$ cat src/rtl/ofdm_bit_transmitter.sv
// ofdm_bit_transmitter: serial frame transmitter.
// Frame = alternating preamble, start delimiter, 16-bit length, payload
// through a rate-1/2 K=7 convolutional encoder (g0=133, g1=171 octal),
// then a six-bit encoded zero tail. One output bit per clock.
// Optional feature: define TX_SCRAMBLER_EN to whiten payload bits with an
// x^7+x^4+1 scrambler before encoding.
module ofdm_bit_transmitter #(
  parameter int         PREAMBLE_LEN = 96,
  parameter logic [7:0] SFD          = 8'b11010000
) (
  input  logic        Clock,
  input  logic        Reset,
  input  logic        Start,
  input  logic [15:0] Length,
  input  logic        DataIn,
  output logic        DataReq,
  output logic        Output,
  output logic        OutValid,
  output logic        Busy,
  output logic        Error
);

  typedef enum logic [2:0] {
    S_IDLE = 3'd0,
    S_PRE  = 3'd1,
    S_SFD  = 3'd2,
    S_LEN  = 3'd3,
    S_DATA = 3'd4,
    S_TAIL = 3'd5
  } state_t;

  // Tap masks over {delay6..delay1, delay0}; bit i is delay i.
  localparam logic [6:0] G0_MASK  = 7'b1101101;
  localparam logic [6:0] G1_MASK  = 7'b1001111;
  localparam logic [6:0] PRE_LAST = 7'(PREAMBLE_LEN - 1);

  // Encoder output bit: parity of the tapped delays (delay 0 is u itself).
  function automatic logic enc_bit(input logic u, input logic [5:0] sr, input logic [6:0] mask);
    return ^({sr, u} & mask);
  endfunction

  // state_q describes the bit currently presented on Output.
  state_t      state_q, state_d;
  logic [6:0]  cnt_q, cnt_d;     // bit index inside PRE/SFD/LEN/TAIL
  logic [15:0] len_q, len_d;     // latched payload length
  logic [15:0] rem_q, rem_d;     // payload bits still to be consumed
  logic [5:0]  sr_q, sr_d;       // encoder delays 1..6 (sr[0] = delay 1)
  logic        u_q, u_d;         // payload bit being encoded
  logic        b_q, b_d;         // 1 while Output carries a B bit
  logic        out_q, out_d;
  logic        valid_q, valid_d;
  logic        busy_q, busy_d;
  logic        req_q, req_d;
  logic        err_q, err_d;
  logic        din_s;
  logic [5:0]  sr_shift_s;
  logic [6:0]  cnt_inc_s;

`ifdef TX_SCRAMBLER_EN
  logic [6:0] scr_q, scr_d;
  logic       scr_fb_s;
  assign scr_fb_s = scr_q[6] ^ scr_q[3];
  assign din_s    = DataIn ^ scr_fb_s;

  // Scrambler: seeded on an accepted Start, steps once per consumed bit.
  always_comb begin
    scr_d = scr_q;
    if (state_q == S_IDLE && Start && Length != 16'd0) begin
      scr_d = 7'b1011101;
    end else if (req_q) begin
      scr_d = {scr_q[5:0], scr_fb_s};
    end else begin
      scr_d = scr_q;
    end
  end

  // Scrambler register.
  always_ff @(posedge Clock) begin
    if (Reset) begin
      scr_q <= 7'd0;
    end else begin
      scr_q <= scr_d;
    end
  end
`else
  assign din_s = DataIn;
`endif

  // Next-state and next-output computation for the whole frame sequencer.
  always_comb begin
    state_d    = state_q;
    cnt_d      = cnt_q;
    len_d      = len_q;
    rem_d      = rem_q;
    sr_d       = sr_q;
    u_d        = u_q;
    b_d        = b_q;
    out_d      = 1'b0;
    req_d      = 1'b0;
    err_d      = Start & (state_q != S_IDLE);
    sr_shift_s = {sr_q[4:0], u_q};
    cnt_inc_s  = cnt_q + 7'd1;
    case (state_q)
      S_IDLE: begin
        if (Start) begin
          if (Length != 16'd0) begin
            state_d = S_PRE;
            cnt_d   = 7'd0;
            len_d   = Length;
            sr_d    = 6'd0;
            u_d     = 1'b0;
            b_d     = 1'b0;
            out_d   = 1'b1;
          end else begin
            err_d = 1'b1;
          end
        end else begin
          state_d = S_IDLE;
        end
      end
      S_PRE: begin
        if (cnt_q == PRE_LAST) begin
          state_d = S_SFD;
          cnt_d   = 7'd0;
          out_d   = SFD[7];
        end else begin
          cnt_d = cnt_inc_s;
          out_d = ~cnt_inc_s[0];
        end
      end
      S_SFD: begin
        if (cnt_q == 7'd7) begin
          state_d = S_LEN;
          cnt_d   = 7'd0;
          out_d   = len_q[15];
        end else begin
          cnt_d = cnt_inc_s;
          out_d = SFD[3'd7 - cnt_inc_s[2:0]];
        end
      end
      S_LEN: begin
        if (cnt_q == 7'd15) begin
          // DataReq was high this cycle: consume the first payload bit.
          state_d = S_DATA;
          u_d     = din_s;
          b_d     = 1'b0;
          rem_d   = len_q - 16'd1;
          out_d   = enc_bit(din_s, sr_q, G0_MASK);
        end else begin
          cnt_d = cnt_inc_s;
          out_d = len_q[4'd15 - cnt_inc_s[3:0]];
          req_d = (cnt_inc_s == 7'd15);
        end
      end
      S_DATA: begin
        if (!b_q) begin
          b_d   = 1'b1;
          out_d = enc_bit(u_q, sr_q, G1_MASK);
          req_d = (rem_q != 16'd0);
        end else begin
          sr_d = sr_shift_s;
          b_d  = 1'b0;
          if (rem_q != 16'd0) begin
            u_d   = din_s;
            rem_d = rem_q - 16'd1;
            out_d = enc_bit(din_s, sr_shift_s, G0_MASK);
          end else begin
            state_d = S_TAIL;
            cnt_d   = 7'd0;
            u_d     = 1'b0;
            out_d   = enc_bit(1'b0, sr_shift_s, G0_MASK);
          end
        end
      end
      S_TAIL: begin
        if (!b_q) begin
          b_d   = 1'b1;
          out_d = enc_bit(u_q, sr_q, G1_MASK);
        end else begin
          sr_d = sr_shift_s;
          b_d  = 1'b0;
          if (cnt_q == 7'd5) begin
            state_d = S_IDLE;
            out_d   = 1'b0;
          end else begin
            cnt_d = cnt_inc_s;
            out_d = enc_bit(1'b0, sr_shift_s, G0_MASK);
          end
        end
      end
      default: begin
        state_d = S_IDLE;
      end
    endcase
    busy_d  = (state_d != S_IDLE);
    valid_d = (state_d != S_IDLE);
  end

  // Sequencer state and registered outputs; Reset abandons any frame.
  always_ff @(posedge Clock) begin
    if (Reset) begin
      state_q <= S_IDLE;
      cnt_q   <= 7'd0;
      len_q   <= 16'd0;
      rem_q   <= 16'd0;
      sr_q    <= 6'd0;
      u_q     <= 1'b0;
      b_q     <= 1'b0;
      out_q   <= 1'b0;
      valid_q <= 1'b0;
      busy_q  <= 1'b0;
      req_q   <= 1'b0;
      err_q   <= 1'b0;
    end else begin
      state_q <= state_d;
      cnt_q   <= cnt_d;
      len_q   <= len_d;
      rem_q   <= rem_d;
      sr_q    <= sr_d;
      u_q     <= u_d;
      b_q     <= b_d;
      out_q   <= out_d;
      valid_q <= valid_d;
      busy_q  <= busy_d;
      req_q   <= req_d;
      err_q   <= err_d;
    end
  end

  assign Output   = out_q;
  assign OutValid = valid_q;
  assign Busy     = busy_q;
  assign DataReq  = req_q;
  assign Error    = err_q;

endmodule
$ cat config.mk
export PLATFORM = sky130hd
export DESIGN_NAME = ofdm_bit_transmitter
export DESIGN_NICKNAME = d
export VERILOG_FILES = /design/src/rtl/ofdm_bit_transmitter.sv
export SDC_FILE = /design/constraint.sdc
export NUM_CORES = 1
export LEC_CHECK = 0
export BUFFER_PORTS_ARGS = -buffer_cell sky130_fd_sc_hd__buf_2
export CAP_MARGIN = 20
export CORE_MARGIN = 4
export CORE_UTILIZATION = 39
export DETAILED_ROUTE_END_ITERATION = 12
export PLACE_DENSITY = 0.65
export RECOVER_POWER = 50
export SYNTH_ARGS = -nofsm -noshare
export SYNTH_HDL_FRONTEND = slang
export SYNTH_SLANG_ARGS = --single-unit
$ cat constraint.sdc
create_clock -name Clock -period 7.7 [get_ports Clock]
set_input_delay 1.155 -clock Clock [delete_from_list [all_inputs] [get_ports Clock]]
set_output_delay 1.155 -clock Clock [all_outputs]
set_load 0.02 [all_outputs]
==> results of run 1 <==
cell families after synthesis:
family | count (synthesis) | synth area share (%)
multiplexers | 25 | 9.249
AO/OA/AOI/OAI | 111 | 21.87
flip-flops | 54 | 31.96
buffers and inverters | 37 | 4.254
AND/OR/NAND/NOR | 186 | 26.93
XOR/XNOR | 15 | 3.885
adder cells (fa/ha/maj) | 5 | 1.850
worst min path at each step:
stage	from	end	cells after the start
floorplan	sr_q[5]	sr_q[5]	2
global placement	sr_q[5]	sr_q[5]	2
detailed placement	sr_q[5]	sr_q[5]	2
CTS	sr_q[5]	sr_q[5]	2
global route	sr_q[3]	sr_q[3]	2
finish	sr_q[5]	sr_q[5]	2
sequential cells by signal (all words and copies together), names as in the netlist:
| name | count |
|---|---|
| Busy | 1 |
| DataReq | 1 |
| Error | 1 |
| Output | 1 |
| b_q | 1 |
| cnt_q | 7 |
| len_q | 16 |
| rem_q | 16 |
| sr_q | 6 |
| state_q | 3 |
| u_q | 1 |
cell type report:
| type | count | area share (%) |
|---|---|---|
| sequential | 54 | 29.54 |
| timing repair buffer | 27 | 3.727 |
| clock inverter | 2 | 1.026 |
| inverter | 9 | 0.9231 |
| multi-input combinational | 342 | 59.21 |
| tap | 105 | 3.590 |
| clock buffer | 6 | 1.983 |
stage by stage:
stage               cells  utilization (%)  setup slack [ns]  instance area (µm²)  power (mW)
floorplan             433                -             4.728                 3382      0.3694
global placement      536            42.54             4.239                 3548      0.3924
detailed placement    536            42.54             4.248                 3548      0.3947
CTS                   544            43.86             4.578                 3659      0.5883
global route          545            43.88             3.355                 3660      0.6089
finish                545            43.88             3.636                 3660      0.5826
critical path, delay by kind of cell:
| kind | cells | cell delay, ns |
|---|---|---|
| simple gates | 1 | 0.36 |
| compound gates | 2 | 0.32 |
| buf+inv | 3 | 2.30 |
cell usage in the layout, fill, tap and decap left out, types with 6 or more instances in the layout:
cell,n
sky130_fd_sc_hd__nand3_1,24
sky130_fd_sc_hd__xor2_1,8
sky130_fd_sc_hd__nand2_1,47
sky130_fd_sc_hd__inv_1,9
sky130_fd_sc_hd__or3_1,6
sky130_fd_sc_hd__buf_2,19
sky130_fd_sc_hd__xnor2_1,7
sky130_fd_sc_hd__nor2_1,44
sky130_fd_sc_hd__a21boi_0,7
sky130_fd_sc_hd__clkbuf_1,7
sky130_fd_sc_hd__nand4_1,8
sky130_fd_sc_hd__dfxtp_1,54
sky130_fd_sc_hd__a31oi_1,9
sky130_fd_sc_hd__mux2i_1,20
sky130_fd_sc_hd__nor3_1,21
sky130_fd_sc_hd__nor4_1,6
sky130_fd_sc_hd__a21oi_1,27
sky130_fd_sc_hd__o31ai_1,6
sky130_fd_sc_hd__o21ai_0,23
routing by layer:
metal | GRT usage, % | up-vias
met5 | 0 | -
met4 | 3.885 | 0
met3 | 3.183 | 8
met2 | 30.38 | 92
met1 | 23.79 | 1598
li1 | - | 1609
power by group through the flow:
stage	logic, mW	clock network (mW)	registers (mW)
after global placement	0.0861	0	0.306
final	0.0881	0.194	0.300
after floorplan	0.0684	0	0.301
after CTS	0.0885	0.200	0.300
after global routing	0.0986	0.209	0.302
after detailed placement	0.0881	0	0.307
==> impl_metrics.sql, run 1 <==
INSERT INTO impl_metrics (metric_group, metric, value, unit) VALUES
('detailed_routing', 'route.met2.wl', '4.338', 'mm'),
('layout', 'final_layout_size_suffix_gt1_share', '10.00', '%'),
('logic_synthesis', 'synth_largest_area_cell', 'sky130_fd_sc_hd__dfxtp_1', ''),
('sta', 'max_slew_margin', '-34.90', '%'),
('logic_synthesis', 'postSynthAreaPerCell', '7.811', 'µm²'),
('critical_path', 'critical_setup_path_kind', 'input pin to flop', ''),
('power', 'clock_power_share', '33.3', '%'),
('die', 'rows', '33', ''),
('run', 'drv.max_cap_violation_count', '1', ''),
('detailed_routing', 'highest_layer', 'met4', ''),
('layout', 'flow.area_growth_from_synthesis', '8.213', '%'),
('sta', 'finalHoldWorstSlack', '0.4768', 'ns'),
('sta', 'clock_skew', '0.006269', 'ns'),
('logic_synthesis', 'mappedNetlistArea', '3382', 'µm²'),
('die', 'core-area', '8341', 'µm²'),
('clock_tree', 'clock_path_buffers', '2', ''),
('detailed_routing', 'dr_wl_met3', '402', 'µm'),
('die', 'ioPinCount', '25', ''),
('clock_tree', 'clock_insertion_delay_worst_skew', '0.31', 'ns'),
('detailed_routing', 'post_detailed_route_via_to_cell_ratio', '6.068', ''),
('placement', 'routabilityCongestion', '0.8325', ''),
('clock_tree', 'htree_num_levels', '2', ''),
('logic_synthesis', 'postSynth.topFlopCell', 'sky130_fd_sc_hd__dfxtp_1', ''),
('critical_path', 'setup.worst_path.end', 'rem_q[10]', ''),
('detailed_routing', 'drtIter0Drc', '185', ''),
('critical_path', 'kind_of_end_point_of_the_critical_path', 'flop', ''),
('placement', 'post-dp-hpwl', '6.272', 'mm'),
('logic_synthesis', 'synth_top_cell_area_share', '31.96', '%'),
('power', 'p_int', '0.4211', 'mW'),
('detailed_routing', 'route.detailed.wl_per_inst', '16.26', 'µm'),
('power', 'powerDensity', '159.2', 'nW/µm²'),
('detailed_routing', 'antenna_left', '0', ''),
('layout', 'area_occupied_by_multi_input_gates', '2167', 'µm²'),
('clock_tree', 'cts.repair_timing.setup_buffer_count', '0', ''),
('layout', 'number_of_diodes_added_for_antenna_fixing', '0', ''),
('die', 'fp.dieArea', '10230', 'µm²'),
('sta', 'finalSetupTns', '0', 'ns'),
('logic_synthesis', 'yosysMostFrequentCell', 'sky130_fd_sc_hd__dfxtp_1', ''),
('run_status', 'violated_checks', 'capacitance limit, slew limit', ''),
('logic_synthesis', 'synth_common_cells', 'sky130_fd_sc_hd__dfxtp_1, sky130_fd_sc_hd__nand2_1, sky130_fd_sc_hd__nor2_1', ''),
('global_routing', 'antenna_found_initial', '0', ''),
('hold_path', 'worstHoldPathType', 'flop to flop', ''),
('logic_synthesis', 'ys_seq_area_share', '31.96', '%'),
('die', 'die_height', '101.1', 'µm'),
('global_routing', 'grt_pass1_vias', '3055', ''),
('sta', 'setup-violations-final', '0', ''),
('power', 'register_share_of_total_power', '51.6', '%'),
('layout', 'final-seq-area', '1081', 'µm²'),
('power', 'power_switching', '0.1615', 'mW'),
('placement', 'port_buffers', '24', ''),
('clock_tree', 'cts_tree', 'done', ''),
('logic_synthesis', 'synth_seq_cells', '54', ''),
('critical_path', 'setup.worst_path.start_class', 'input pin', ''),
('critical_path', 'r2r-end', 'cnt_q[2]', ''),
('power', 'power.share.switching', '27.72', '%'),
('sta', 'total_count_of_max_transition_violations_in_the_final_report', '45', ''),
('global_routing', 'grt_remaining_overflow', '0', ''),
('clock_tree', 'cts-hold-fix-buffers', '0', ''),
('power', 'total_leakage_power', '1.327', 'nW'),
('logic_synthesis', 'synth_edf_count', '0', ''),
('layout', 'layout.filler_cells', '862', ''),
('logic_synthesis', 'number_of_distinct_library_cells_after_synthesis', '60', ''),
('detailed_routing', 'remaining_drc_errors', '0', ''),
('detailed_routing', 'drt-pass1-iter-count', '5', ''),
('run_status', 'status', 'finished, violations left', ''),
('critical_path', 'setup.reg_to_reg.worst_slack', '4.53', 'ns'),
('detailed_routing', 'wl', '8.864', 'mm'),
('logic_synthesis', 'synth_warnings', '0', ''),
('logic_synthesis', 'synth.net_count', '458', ''),
('clock_tree', 'cts.repair.resized', '0', ''),
('global_routing', 'grt_max_degree', '45', '');
(Power assumes the default switching activity.)
==> run 2: changes to the inputs <==
--- a/config.mk
+++ b/config.mk
@@ -5,6 +5,7 @@
 export SDC_FILE = /design/constraint.sdc
 export NUM_CORES = 1
 export LEC_CHECK = 0
+export ABC_AREA = 1
 export BUFFER_PORTS_ARGS = -buffer_cell sky130_fd_sc_hd__buf_2
 export CAP_MARGIN = 20
 export CORE_MARGIN = 4
==> constraint.sdc (replaced) <==
create_clock -name Clock -period 4 [get_ports Clock]
set_input_delay 0.6 -clock Clock [delete_from_list [all_inputs] [get_ports Clock]]
set_output_delay 0.6 -clock Clock [all_outputs]
set_load 0.02 [all_outputs]
==> impl_metrics.sql, run 2 <==
INSERT INTO impl_metrics (metric_group, metric, value, unit) VALUES
('run_status', 'status', 'finished, final reports clean', ''),
('power', 'power_switching', '0.4125', 'mW'),
('power', 'comb_power_share', '23.9', '%'),
('critical_path', 'peak_fanout_along_the_critical_path', '22', ''),
('power', 'clock_power_share', '29.5', '%'),
('sta', 'max_slew_margin', '34.63', '%'),
('power', 'power.share.switching', '32.60', '%'),
('global_routing', 'track_usage', '17.01', '%'),
('critical_path', 'critical_path.max_stage_delay', '0.92', 'ns'),
('placement', 'post-dp-hpwl', '6.762', 'mm'),
('sta', 'post-route-period-util', '69.41', '%'),
('clock_tree', 'clock_insertion_delay_worst_skew', '0.31', 'ns'),
('critical_path', 'path_cells', 'inv_1 -> nor2_1 -> nand2_1 -> inv_1 -> o21ai_0 -> nand2_1 -> nor2_2 -> nand2_2 -> inv_2 -> nand2_1 -> nand2_1 -> nor2_1', ''),
('critical_path', 'timing.critical_path.required', '4.26', 'ns'),
('global_routing', 'grt_first_pass_wirelength', '15.64', 'mm'),
('clock_tree', 'htree_num_levels', '2', ''),
('detailed_routing', 'vias_after_detailed_routing', '3551', ''),
('logic_synthesis', 'synth.area.top_cells', 'sky130_fd_sc_hd__dfxtp_1, sky130_fd_sc_hd__nand2_1, sky130_fd_sc_hd__nand3_1', ''),
('power', 'vdd.ir_drop.worst', '0.0001844', 'V'),
('logic_synthesis', 'ys_seq_area_share', '29.66', '%'),
('power', 'register_share_of_total_power', '46.7', '%'),
('layout', 'most_frequent_standard_cell_in_the_layout_excluding_fill_and_tap_cells', 'sky130_fd_sc_hd__nand2_1', ''),
('die', 'rows', '35', ''),
('layout', 'reg.largest.list', 'len_q (16), rem_q (16), cnt_q (7)', ''),
('power', 'total_leakage_power', '1.901', 'nW'),
('layout', 'layout.filler_cells', '989', ''),
('logic_synthesis', 'synth_seq_cells', '54', ''),
('logic_synthesis', 'synth_cells', '594', ''),
('clock_tree', 'clock_tree.root_cell', 'sky130_fd_sc_hd__clkbuf_8', ''),
('sta', 'clock_skew', '0.004942', 'ns'),
('layout', 'flow.area_growth_from_synthesis', '5.596', '%'),
('layout', 'final_layout_size_suffix_gt1_share', '9.136', '%'),
('detailed_routing', 'antenna_left', '0', ''),
('detailed_routing', 'remaining_drc_errors', '0', ''),
('sta', 'total_count_of_max_transition_violations_in_the_final_report', '0', ''),
('detailed_routing', 'drt-pass1-iter-count', '7', ''),
('detailed_routing', 'route.detailed.wl_per_inst', '12.44', 'µm'),
('logic_synthesis', 'synth_largest_area_cell', 'sky130_fd_sc_hd__dfxtp_1', ''),
('clock_tree', 'clkSinkCount', '54', ''),
('logic_synthesis', 'synth_common_cells', 'sky130_fd_sc_hd__nand2_1, sky130_fd_sc_hd__inv_1, sky130_fd_sc_hd__nor2_1', ''),
('power', 'p_int', '0.8529', 'mW'),
('logic_synthesis', 'number_of_distinct_library_cells_after_synthesis', '32', ''),
('logic_synthesis', 'mappedNetlistArea', '3645', 'µm²'),
('critical_path', 'crit_buf_inv', '3', ''),
('global_routing', 'grt_max_degree', '35', ''),
('clock_tree', 'path_clk_slew', '0.09', 'ns'),
('global_routing', 'grt_pass1_vias', '3430', ''),
('critical_path', 'crit_arrival', '3.03', 'ns'),
('sta', 'max_clock_freq', '360.2', 'MHz'),
('logic_synthesis', 'synth.net_count', '619', ''),
('detailed_routing', 'wl', '8.867', 'mm'),
('placement', 'pre_cts_slack', '1.455', 'ns'),
('layout', 'num-nets-final', '626', ''),
('critical_path', 'cp_common_cell', 'sky130_fd_sc_hd__nand2_1', ''),
('global_routing', 'antenna_found_initial', '0', ''),
('clock_tree', 'cts.repair.resized', '0', ''),
('die', 'die_height', '104.7', 'µm'),
('logic_synthesis', 'synth_async_sr_flop_share', '0', '%'),
('clock_tree', 'cts.repair_timing.setup_buffer_count', '0', ''),
('clock_tree', 'cts-hold-fix-buffers', '0', ''),
('sta', 'setup-violations-final', '0', ''),
('clock_tree', 'cts-buffers-inserted', '5', ''),
('logic_synthesis', 'synth_top_cell_area_share', '29.66', '%'),
('clock_tree', 'clock_path_buffers', '2', ''),
('die', 'dieWidth', '104.7', 'µm'),
('sta', 'post-route-min-period', '2.777', 'ns'),
('placement', 'port_buffers', '24', ''),
('sta', 'final_critical_path_setup_slack', '1.223', 'ns'),
('die', 'fp.dieArea', '10960', 'µm²'),
('layout', 'number_of_diodes_added_for_antenna_fixing', '0', ''),
('die', 'ioPinCount', '25', ''),
('sta', 'finalSetupTns', '0', 'ns'),
('logic_synthesis', 'synth_edf_count', '0', ''),
('sta', 'unrepaired_setup_endpoints_after_global_routing', 'no', ''),
('global_routing', 'grt_remaining_overflow', '0', ''),
('run', 'drv.max_cap_violation_count', '0', ''),
('placement', 'routabilityCongestion', '0.8934', ''),
('die', 'initial_utilization', '39.82', '%'),
('logic_synthesis', 'synth_warnings', '0', ''),
('sta', 'hold_violations', '0', ''),
('die', 'core-area', '9153', 'µm²'),
('critical_path', 'path_delay_family', 'simple AND/OR/NAND/NOR gates', ''),
('logic_synthesis', 'yosysMostFrequentCell', 'sky130_fd_sc_hd__nand2_1', ''),
('power', 'powerDensity', '328.8', 'nW/µm²'),
('clock_tree', 'cts_tree', 'done', ''),
('detailed_routing', 'post_detailed_route_via_to_cell_ratio', '4.980', ''),
('logic_synthesis', 'postSynthAreaPerCell', '6.136', 'µm²'),
('hold_path', 'worstHoldPathType', 'flop to flop', ''),
('critical_path', 'kind_of_end_point_of_the_critical_path', 'flop', ''),
('detailed_routing', 'drtIter0Drc', '265', ''),
('layout', 'mostFrequentLayoutCells', 'sky130_fd_sc_hd__nand2_1, sky130_fd_sc_hd__inv_1, sky130_fd_sc_hd__nor2_1', ''),
('critical_path', 'critical_setup_path_kind', 'flop to flop', ''),
('critical_path', 'cpMaxStageDelayCell', 'sky130_fd_sc_hd__dfxtp_1', ''),
('sta', 'tightestPinTransition', '0.9805', 'ns'),
('critical_path', 'setup.worst_path.start_class', 'flop', ''),
('logic_synthesis', 'postSynth.topFlopCell', 'sky130_fd_sc_hd__dfxtp_1', '');
run 2: final timing paths:
kind,cells after the start,endpoint,start,slack (ns)
max,12,cnt_q[5],state_q[2],1.22
min,2,len_q[14],len_q[14],0.48
max reg2reg,12,cnt_q[5],state_q[2],1.22
min reg2reg,2,len_q[14],len_q[14],0.48
run 2: power groups by stage:
stage | clock [mW] | combinational, mW | sequential (mW)
6_report | 0.373 | 0.302 | 0.591
5_1_grt | 0.405 | 0.348 | 0.596
4_1_cts | 0.381 | 0.303 | 0.590
3_5_place_dp | 0 | 0.301 | 0.603
3_3_place_gp | 0 | 0.297 | 0.601
2_1_floorplan | 0 | 0.245 | 0.594
run 2: cells by family (layout without fill, tap and decap cells):
group,count (synthesis),in the layout,share of synthesized area [%]
DFF,54,54,29.66
AOI/OAI and AO/OA,82,82,11.91
and+or+nand+nor,335,335,41.23
adders and majority gates,5,5,1.716
buffers and inverters,105,113,12.36
xor gates and xnor gates,13,13,3.124
run 2: layout make-up:
class	instances	area (µm²)	share of cell area (%)
multi-input cells	435	2106	54.71
well taps	111	138.9	3.609
flip-flops and latches	54	1081	28.09
inverters	81	304.0	7.900
clock inverters	1	30.03	0.7802
repair buffers	24	112.6	2.926
clock buffers	7	76.32	1.983
run 2: metrics by stage:
stage	utilization, %	total power, mW	instance area, µm²	hold slack (ns)	std cells
after detailed placement	41.05	0.9040	3757	0.4728	705
after floorplan	-	0.8389	3645	0.4437	594
after global routing	42.05	1.348	3849	0.5220	713
after global placement	41.05	0.8981	3757	0.4622	705
final	42.05	1.265	3849	0.4845	713
after CTS	42.21	1.274	3864	0.4871	713
run 2: per-layer routing:
| metal | global-route usage (%) | share of wire (%) |
|---|---|---|
| met2 | 28.04 | 45 |
| met1 | 23.05 | 49 |
| met4 | 5.436 | 2.1 |
| met5 | 0 | 0 |
| met3 | 2.285 | 3.6 |
run 2: worst reg2reg max path: stages, from the launching register on:
cell and delay, ns:
sky130_fd_sc_hd__dfxtp_1 0.92, sky130_fd_sc_hd__inv_1 0.27, sky130_fd_sc_hd__nor2_1 0.51, sky130_fd_sc_hd__nand2_1 0.24, sky130_fd_sc_hd__inv_1 0.10, sky130_fd_sc_hd__o21ai_0 0.08
sky130_fd_sc_hd__nand2_1 0.10, sky130_fd_sc_hd__nor2_2 0.07, sky130_fd_sc_hd__nand2_2 0.17, sky130_fd_sc_hd__inv_2 0.06, sky130_fd_sc_hd__nand2_1 0.05, sky130_fd_sc_hd__nand2_1 0.04
sky130_fd_sc_hd__nor2_1 0.10
